File: config.mk
export PLATFORM = sky130hd
export DESIGN_NAME = param_alu
export DESIGN_NICKNAME = d
export VERILOG_FILES = /design/src/rtl/param_alu_pkg.sv /design/src/rtl/param_alu_mult.sv /design/src/rtl/param_alu.sv
export SDC_FILE = /design/constraint.sdc
export NUM_CORES = 1
export LEC_CHECK = 0
export CORE_UTILIZATION = 25
export CTS_BUF_LIST = sky130_fd_sc_hd__clkbuf_2 sky130_fd_sc_hd__clkbuf_4 sky130_fd_sc_hd__clkbuf_8
export DETAILED_ROUTE_END_ITERATION = 6
export DONT_BUFFER_PORTS = 1
export PLACE_DENSITY_LB_ADDON = 0.25
export SLEW_MARGIN = 20
export SYNTH_ARGS = -nofsm -noshare
export SYNTH_HDL_FRONTEND = slang
export SYNTH_SLANG_ARGS = --single-unit
File: constraint.sdc
create_clock -name clk -period 8.8 [get_ports clk]
set_input_delay 1.76 -clock clk [delete_from_list [all_inputs] [get_ports clk]]
set_output_delay 1.76 -clock clk [all_outputs]
set_load 0.03 [all_outputs]
File: src/rtl/param_alu_pkg.sv
// -----------------------------------------------------------------------------
// param_alu_pkg
// Shared definitions for the register-bus ALU: operation codes, register
// offsets within the block, STATUS bit positions, executor state encodings
// and a byte-lane merge helper used for masked register writes.
// No ports (package).
// -----------------------------------------------------------------------------
package param_alu_pkg;

   // Operation codes carried in CMD[2:0]. Codes 101..111 are illegal.
   typedef enum logic [2:0] {
      OP_NOP = 3'b000,
      OP_ADD = 3'b001,
      OP_AND = 3'b010,
      OP_XOR = 3'b011,
      OP_MUL = 3'b100
   } op_e;

   // Register offsets relative to the block base address.
   localparam logic [31:0] REG_SRC    = 32'h0;
   localparam logic [31:0] REG_CMD    = 32'h4;
   localparam logic [31:0] REG_RESULT = 32'h8;
   localparam logic [31:0] REG_STATUS = 32'hC;

   // CMD and STATUS field positions.
   localparam int CMD_GO_BIT   = 8;
   localparam int ST_BUSY      = 0;
   localparam int ST_DONE      = 1;
   localparam int ST_OVF       = 2;
   localparam int ST_ILL       = 3;
   localparam int ST_LEVEL_LSB = 8;
   localparam int ST_COUNT_LSB = 16;

   // Executor state encodings.
   localparam logic [0:0] FSM_IDLE     = 1'b0;
   localparam logic [0:0] FSM_MUL_WAIT = 1'b1;

   // Replace only the byte lanes enabled in mask.
   function automatic logic [31:0] merge_bytes(input logic [31:0] old_v,
                                                input logic [31:0] new_v,
                                                input logic [3:0]  mask);
      logic [31:0] r;
      for (int i = 0; i < 4; i++) begin
         r[8*i +: 8] = mask[i] ? new_v[8*i +: 8] : old_v[8*i +: 8];
      end
      return r;
   endfunction

endpackage

File: src/rtl/param_alu_mult.sv
// -----------------------------------------------------------------------------
// param_alu_mult
// STAGES-deep registered multiplier pipeline. The product is formed into the
// first stage register and shifted through the rest, with a valid bit
// travelling alongside, so out_valid rises STAGES edges after in_valid.
// Ports:
//   clk, reset        clock, asynchronous active-high reset
//   in_valid, a, b    operand launch
//   out_valid         product valid at the pipeline end
//   product           2*DATA_W-bit unsigned product
// -----------------------------------------------------------------------------
module param_alu_mult #(
   parameter int DATA_W = 8,
   parameter int STAGES = 3
) (
   input  logic                  clk,
   input  logic                  reset,
   input  logic                  in_valid,
   input  logic [DATA_W-1:0]     a,
   input  logic [DATA_W-1:0]     b,
   output logic                  out_valid,
   output logic [2*DATA_W-1:0]   product
);

   logic [2*DATA_W-1:0] prod_q [STAGES];
   logic [STAGES-1:0]   vld_q;
   logic [2*DATA_W-1:0] prod_in;

   assign prod_in = {{DATA_W{1'b0}}, a} * {{DATA_W{1'b0}}, b};

   always_ff @(posedge clk or posedge reset) begin
      if (reset) begin
         vld_q <= '0;
         for (int i = 0; i < STAGES; i++) begin
            prod_q[i] <= '0;
         end
      end else begin
         vld_q[0]  <= in_valid;
         prod_q[0] <= prod_in;
         for (int i = 1; i < STAGES; i++) begin
            vld_q[i]  <= vld_q[i-1];
            prod_q[i] <= prod_q[i-1];
         end
      end
   end

   assign out_valid = vld_q[STAGES-1];
   assign product   = prod_q[STAGES-1];

endmodule

File: src/rtl/param_alu.sv
// -----------------------------------------------------------------------------
// param_alu
// Register-bus ALU. Software writes operands to SRC and queues commands via
// CMD (go bit). An in-order executor pops one command per cycle for the
// single-cycle ops, or launches the pipelined multiplier and waits for it.
// Results and sticky status are published in RESULT/STATUS.
// Ports:
//   clk, reset            clock, asynchronous active-high reset
//   valid, read           bus request strobe and direction (1 = read)
//   addr, wdata, wmask    absolute byte address, write data, byte enables
//   rdata                 registered read data (holds between reads)
//   result                last completed result
//   done                  one-cycle pulse per completed op
// Handshake: the bus has no ready/stall; a request is taken on every edge
// where valid=1, writes take effect on that edge, and read data appears in
// rdata on that same edge (available the cycle after the request).
// -----------------------------------------------------------------------------
module param_alu
   import param_alu_pkg::*;
#(
   parameter int          DATA_W      = 8,
   parameter int          MULT_STAGES = 3,
   parameter int          QDEPTH      = 4,
   parameter logic [31:0] ADDR_OFFSET = 32'h0
) (
   input  logic                  clk,
   input  logic                  reset,
   input  logic                  valid,
   input  logic                  read,
   input  logic [31:0]           addr,
   input  logic [31:0]           wdata,
   input  logic [3:0]            wmask,
   output logic [31:0]           rdata,
   output logic [2*DATA_W-1:0]   result,
   output logic                  done
);

   localparam int RES_W = 2 * DATA_W;
   localparam int AW    = $clog2(QDEPTH);
   localparam int PW    = AW + 1;   // extra bit tells full from empty at wrap

   localparam logic [15:0] LANE_MASK = 16'((32'd1 << DATA_W) - 32'd1);
   localparam logic [31:0] SRC_MASK  = {LANE_MASK, LANE_MASK};

   // Registers
   logic [31:0]       src_q;
   logic [2:0]        cmd_op_q;
   logic [0:0]        state_q;
   logic              done_sticky_q, ovf_q, ill_q;
   logic [15:0]       count_q;
   logic [RES_W-1:0]  result_q;
   logic              done_q;
   logic [31:0]       rdata_q;

   // Command queue
   logic [2:0]        q_op [QDEPTH];
   logic [DATA_W-1:0] q_a  [QDEPTH];
   logic [DATA_W-1:0] q_b  [QDEPTH];
   logic [PW-1:0]     wptr_q, rptr_q;
   logic [PW-1:0]     level;
   logic              empty, full;

   // Bus decode
   logic wr_en, rd_en;
   logic hit_src, hit_cmd, hit_result, hit_status;

   assign wr_en      = valid & ~read;
   assign rd_en      = valid & read;
   assign hit_src    = (addr == ADDR_OFFSET + REG_SRC);
   assign hit_cmd    = (addr == ADDR_OFFSET + REG_CMD);
   assign hit_result = (addr == ADDR_OFFSET + REG_RESULT);
   assign hit_status = (addr == ADDR_OFFSET + REG_STATUS);

   // Queue status
   assign empty = (wptr_q == rptr_q);
   assign full  = (wptr_q[AW] != rptr_q[AW]) && (wptr_q[AW-1:0] == rptr_q[AW-1:0]);
   assign level = wptr_q - rptr_q;

   // Push path: the op comes from wdata when byte 0 is written, otherwise
   // from the stored CMD op field.
   logic       push_req, push_ok;
   logic [2:0] push_op;

   assign push_req = wr_en & hit_cmd & wmask[1] & wdata[CMD_GO_BIT];
   assign push_op  = wmask[0] ? wdata[2:0] : cmd_op_q;

   // Executor
   logic [2:0]        head_op;
   logic [DATA_W-1:0] head_a, head_b;
   logic              pop, single_op, illegal_op, mul_start;
   logic              complete_single, complete_mul, op_done;
   logic [RES_W-1:0]  alu_res;
   logic              mul_out_valid;
   logic [RES_W-1:0]  mul_product;

   assign head_op    = q_op[rptr_q[AW-1:0]];
   assign head_a     = q_a[rptr_q[AW-1:0]];
   assign head_b     = q_b[rptr_q[AW-1:0]];
   assign pop        = (state_q == FSM_IDLE) && !empty;
   assign single_op  = (head_op == OP_ADD) || (head_op == OP_AND) || (head_op == OP_XOR);
   assign illegal_op = head_op[2] && (head_op[1:0] != 2'b00);
   assign mul_start  = pop && (head_op == OP_MUL);

   // A same-cycle pop frees a slot, so a push into a full queue still lands.
   assign push_ok = push_req && (!full || pop);

   assign complete_single = pop && single_op;
   assign complete_mul    = (state_q == FSM_MUL_WAIT) && mul_out_valid;
   assign op_done         = complete_single || complete_mul;

   always_comb begin
      alu_res = '0;
      case (head_op)
         OP_ADD:  alu_res = {{DATA_W{1'b0}}, head_a} + {{DATA_W{1'b0}}, head_b};
         OP_AND:  alu_res = {{DATA_W{1'b0}}, head_a & head_b};
         OP_XOR:  alu_res = {{DATA_W{1'b0}}, head_a ^ head_b};
         default: alu_res = '0;
      endcase
   end

   param_alu_mult #(
      .DATA_W (DATA_W),
      .STAGES (MULT_STAGES)
   ) u_mult (
      .clk       (clk),
      .reset     (reset),
      .in_valid  (mul_start),
      .a         (head_a),
      .b         (head_b),
      .out_valid (mul_out_valid),
      .product   (mul_product)
   );

   // STATUS W1C clears; a coincident set event wins.
   logic clr_done, clr_ovf, clr_ill;
   logic w1c_en;

   assign w1c_en   = wr_en & hit_status & wmask[0];
   assign clr_done = w1c_en & wdata[ST_DONE];
   assign clr_ovf  = w1c_en & wdata[ST_OVF];
   assign clr_ill  = w1c_en & wdata[ST_ILL];

   // Read mux
   logic        busy;
   logic [31:0] rd_mux;

   assign busy = !empty || (state_q != FSM_IDLE);

   always_comb begin
      rd_mux = '0;
      if (hit_src) begin
         rd_mux = src_q;
      end else if (hit_cmd) begin
         rd_mux[2:0] = cmd_op_q;
      end else if (hit_result) begin
         rd_mux[RES_W-1:0] = result_q;
      end else if (hit_status) begin
         rd_mux[ST_BUSY]                = busy;
         rd_mux[ST_DONE]                = done_sticky_q;
         rd_mux[ST_OVF]                 = ovf_q;
         rd_mux[ST_ILL]                 = ill_q;
         rd_mux[ST_LEVEL_LSB +: PW]     = level;
         rd_mux[ST_COUNT_LSB +: 16]     = count_q;
      end
   end

   // Queue storage needs no reset: entries are only visible between pointers.
   always_ff @(posedge clk) begin
      if (push_ok) begin
         q_op[wptr_q[AW-1:0]] <= push_op;
         q_a[wptr_q[AW-1:0]]  <= src_q[DATA_W-1:0];
         q_b[wptr_q[AW-1:0]]  <= src_q[16 +: DATA_W];
      end
   end

   always_ff @(posedge clk or posedge reset) begin
      if (reset) begin
         src_q         <= '0;
         cmd_op_q      <= '0;
         state_q       <= FSM_IDLE;
         done_sticky_q <= 1'b0;
         ovf_q         <= 1'b0;
         ill_q         <= 1'b0;
         count_q       <= '0;
         result_q      <= '0;
         done_q        <= 1'b0;
         rdata_q       <= '0;
         wptr_q        <= '0;
         rptr_q        <= '0;
      end else begin
         if (wr_en && hit_src) begin
            src_q <= merge_bytes(src_q, wdata, wmask) & SRC_MASK;
         end
         if (wr_en && hit_cmd && wmask[0]) begin
            cmd_op_q <= wdata[2:0];
         end
         if (rd_en) begin
            rdata_q <= rd_mux;
         end

         if (push_ok) begin
            wptr_q <= wptr_q + 1'b1;
         end
         if (pop) begin
            rptr_q <= rptr_q + 1'b1;
         end

         // Executor state and result publication
         if (mul_start) begin
            state_q <= FSM_MUL_WAIT;
         end else if (complete_mul) begin
            state_q <= FSM_IDLE;
         end
         if (complete_single) begin
            result_q <= alu_res;
         end else if (complete_mul) begin
            result_q <= mul_product;
         end
         done_q <= op_done;
         if (op_done) begin
            count_q <= count_q + 16'd1;
         end

         done_sticky_q <= (done_sticky_q & ~clr_done) | op_done;
         ovf_q         <= (ovf_q & ~clr_ovf) | (push_req & ~push_ok);
         ill_q         <= (ill_q & ~clr_ill) | (pop & illegal_op);
      end
   end

   assign rdata  = rdata_q;
   assign result = result_q;
   assign done   = done_q;

endmodule

==> results.md <==
- RSZ-0062 raised after global routing: false
- Synthesized area: between 10000 and 15000 um^2
- Slew Viols, Final: 0
- NetSw: just over 700 uW
- Post-CTS sizing: 0
- Setup crit end kind: flop
- Final GP Congestion: roughly 0.78
- Fmax: approximately 0.19 GHz
- Antenna Nets Post-Route: 0
- Dominant cell type by area after synthesis: dfrtp_1
- Worst vdd ir: 0.0001029 V
- Final instance area: about 12000 um^2
- Placed Area: ~12000 um^2
- Die ar.: about 44000 um^2
- Vias per std cell: between 4 and 5
- Crit path kind: flop to flop
- Syn avg cell area: 12.57 um^2
- Slew margin rel.: 0.2964
- Final period util: 0.6093
- Final worst slack: roughly 3.4 ns
- Power Density: about 200 nW/um^2
- Clock share of power: 0.375
- Sequential fraction of the synthesis area: 0.5448
- Number of synthesized flops with an enable pin: 76
- Number of port buffers: 0
- DRC violations left: 0
- GR Layer Usage met3: 0.02175
- Total GRT Usage: 0.1181
- H-tree levels: 2
- Synthesis-to-layout area growth: 13.30%
- # setup viols final: 0
- Fraction of layout cells with a size suffix above 1: 0.1424
- Worst endpoint required time: about 9.2 ns
- CTS tree: yes
- Endpoints failing hold: 0
- Static leakage: between 0.005 and 0.006 uW
- Num ports: ~120
- Pin count of the biggest net entering global routing: 89
- Hold WC Path Type: flop to flop
- Global-route track usage on met2: 0.1884
- Setup bufs post-CTS: 0
- Post-Syn Instances: 863
- Tmin final: roughly 5.4 ns
- Crit-path max FO: 22
- Detail Placement HPWL: about 18 mm
- Area contributors post-synth: dfrtp_1 (33%), edfxtp_1 (21%), fa_1 (7.0%)
- Routed length per instance: ~17 um
- Most common cell in the netlist: dfrtp_1
- Post-synth top flop: dfrtp_1
- Switching portion of total power: 0.2946
- Via count: roughly 6600
- Max-Cap Viols: 0
- Unique masters post-synth: 55
- Initial core utilization: 0.2558
- Initial antenna violation count: 0
- Ant diodes: 0
- CTS Hold Bufs: 0
- Fin nets: ~1000
- TritonCTS buffer count: 38
- Clk root buf: clkbuf_8
- Final wirelength: approximately 25 mm
- Drt pass-1 iters: 4
- Grt ovf: 0
- Crit start category: flop
- Sequential group share of total power: 0.498
- GR peak layer: met2
- Clock buffer depth: 3
- # rows: between 70 and 80
- #FFs+latches synth: 221
- Die Width: roughly 210 um
- Max Clock Skew: 0.02815 ns
- Post-synth ARST share: 0.6561
- Setup_tns: 0 ns
- Ys Warns: 0
- Combinational power share: 0.128
- First-pass GRT wire length: 40.14 mm
- Net count after synthesis: 1025
- Synth top cells by count: dfrtp_1 (145), nand2_1 (105), edfxtp_1 (76)
- Worst skew pair latency: between 0.5 and 0.6 ns
- Core ar.: ~42000 um^2
- Critical Path AT: slightly below 6 ns
- CTS sink cnt: about 220
- Initial drt markers: around 330
- Pre-CTS setup slack: 3.390 ns
- Met1 Resource Use GR: 0.1580
- Clock Pin Slew Worst Setup and Hold Paths: ~0.060 ns
- Worst slew pin tran: roughly 1.0 ns
- Status: finished, final reports clean
- Cell-internal power: 1738 uW
- Die Ht: 210.3 um
- Number of global-route vias before repair: between 6000 and 7000
- Post-synth top area share: 0.3344
- Flop2flop setup slack: about 3.4 ns
[power by group through the flow]
| stage | clock network [uW] | logic (uW) | registers (uW) |
|---|---|---|---|
| 2_1_floorplan | 0 | 255 | 1220 |
| 3_3_place_gp | 0 | 321 | 1250 |
| 3_5_place_dp | 0 | 322 | 1250 |
| 4_1_cts | 959 | 323 | 1230 |
| 5_1_grt | 1000 | 357 | 1240 |
| 6_report | 923 | 315 | 1230 |
[path summary, 6_finish.rpt]
| path | start | to | depth (start not counted) |
|---|---|---|---|
| worst max-delay path | rptr_q[0]$_DFFE_PP0P_ | u_mult.prod_q[47]$_DFF_PP0_ | 14 |
| worst min-delay path | u_mult.vld_q[1]$_DFF_PP0_ | u_mult.vld_q[2]$_DFF_PP0_ | 0 |
| worst max register to register | rptr_q[0]$_DFFE_PP0P_ | u_mult.prod_q[47]$_DFF_PP0_ | 14 |
| worst min register to register | u_mult.vld_q[1]$_DFF_PP0_ | u_mult.vld_q[2]$_DFF_PP0_ | 0 |
| max in group asynchronous | reset | ill_q$_DFF_PP0_ | 2 |
| min in group asynchronous | reset | u_mult.product[11]$_DFF_PP0_ | 1 |
[critical path: stages (launching register included)]
cell	delay, ns
dfrtp_1	0.32
buf_4	0.39
mux4_2	0.71
ha_1	0.33
fa_1	0.58
fa_1	0.46
fa_1	0.55
inv_1	0.05
fa_1	0.53
inv_1	0.04
ha_1	0.35
nand2_1	0.09
o211a_1	0.25
o211a_1	0.23
a211oi_1	0.32
[per-stage QoR]
| step | hold WS [ns] | std cells | util | power (uW) |
|---|---|---|---|---|
| after floorplan | 0.3312 | 863 | - | 1474 |
| after global placement | 0.3321 | 1422 | 0.2719 | 1571 |
| after detailed placement | 0.3347 | 1422 | 0.2719 | 1571 |
| after CTS | 0.3323 | 1490 | 0.2898 | 2512 |
| after global routing | 0.3462 | 1490 | 0.2898 | 2596 |
| final | 0.3295 | 1490 | 0.2898 | 2464 |
[state kept, by name, summed over array words and instances, names as in the netlist, 12 cells and up]
name            cells
count_q            16
q_a                32
q_b                32
q_op               12
rdata              32
result             16
src_q              16
u_mult.prod_q      32
u_mult.product     16
[kinds of logic (layout without fill, tap and decap cells)]
kind of cell / Yosys count / count (layout) / synth area share
simple gates: 252 / 252 / 0.1190
flops: 221 / 221 / 0.5448
compound gates: 126 / 126 / 0.07243
fa+ha+maj: 90 / 90 / 0.1301
buf+inv: 89 / 139 / 0.03229
mux: 49 / 49 / 0.07231
xor+xnor: 36 / 36 / 0.02906
[placed cells by master (no fill, tap or decap), types with 7 or more instances in the layout]
cell type / count
a21oi_1: 27
xor2_1: 13
fa_1: 38
clkbuf_4: 19
clkbuf_8: 40
a22oi_1: 16
a21o_1: 7
and3_1: 7
o21ai_0: 46
nor3_1: 10
dfrtp_1: 145
edfxtp_1: 76
nor2b_1: 10
nand3_1: 12
nor2_1: 22
nor4_1: 7
inv_1: 63
nand2_1: 104
buf_4: 7
and2_1: 52
xnor2_1: 23
ha_1: 52
mux2_2: 25
nand4_1: 8
mux4_2: 21
[cell type report]
| class | count | area (um^2) |
|---|---|---|
| Fill cell | 4410 | 30120 |
| Tap cell | 577 | 721.9 |
| Multi-Input combinational cell | 553 | 4602 |
| Timing Repair Buffer | 7 | 52.55 |
| Inverter | 64 | 245.2 |
| Clock buffer | 59 | 693.2 |
| Sequential cell | 221 | 5911 |
| Clock inverter | 9 | 66.31 |
[metal layers]
| metal | routed length, um | part of all wire |
|---|---|---|
| met1 | 11740 | 0.47 |
| met2 | 11650 | 0.46 |
| met3 | 1038 | 0.041 |
| met4 | 730 | 0.029 |
| met5 | 0 | 0 |
No activity file was read; power rests on OpenSTA's default activity.
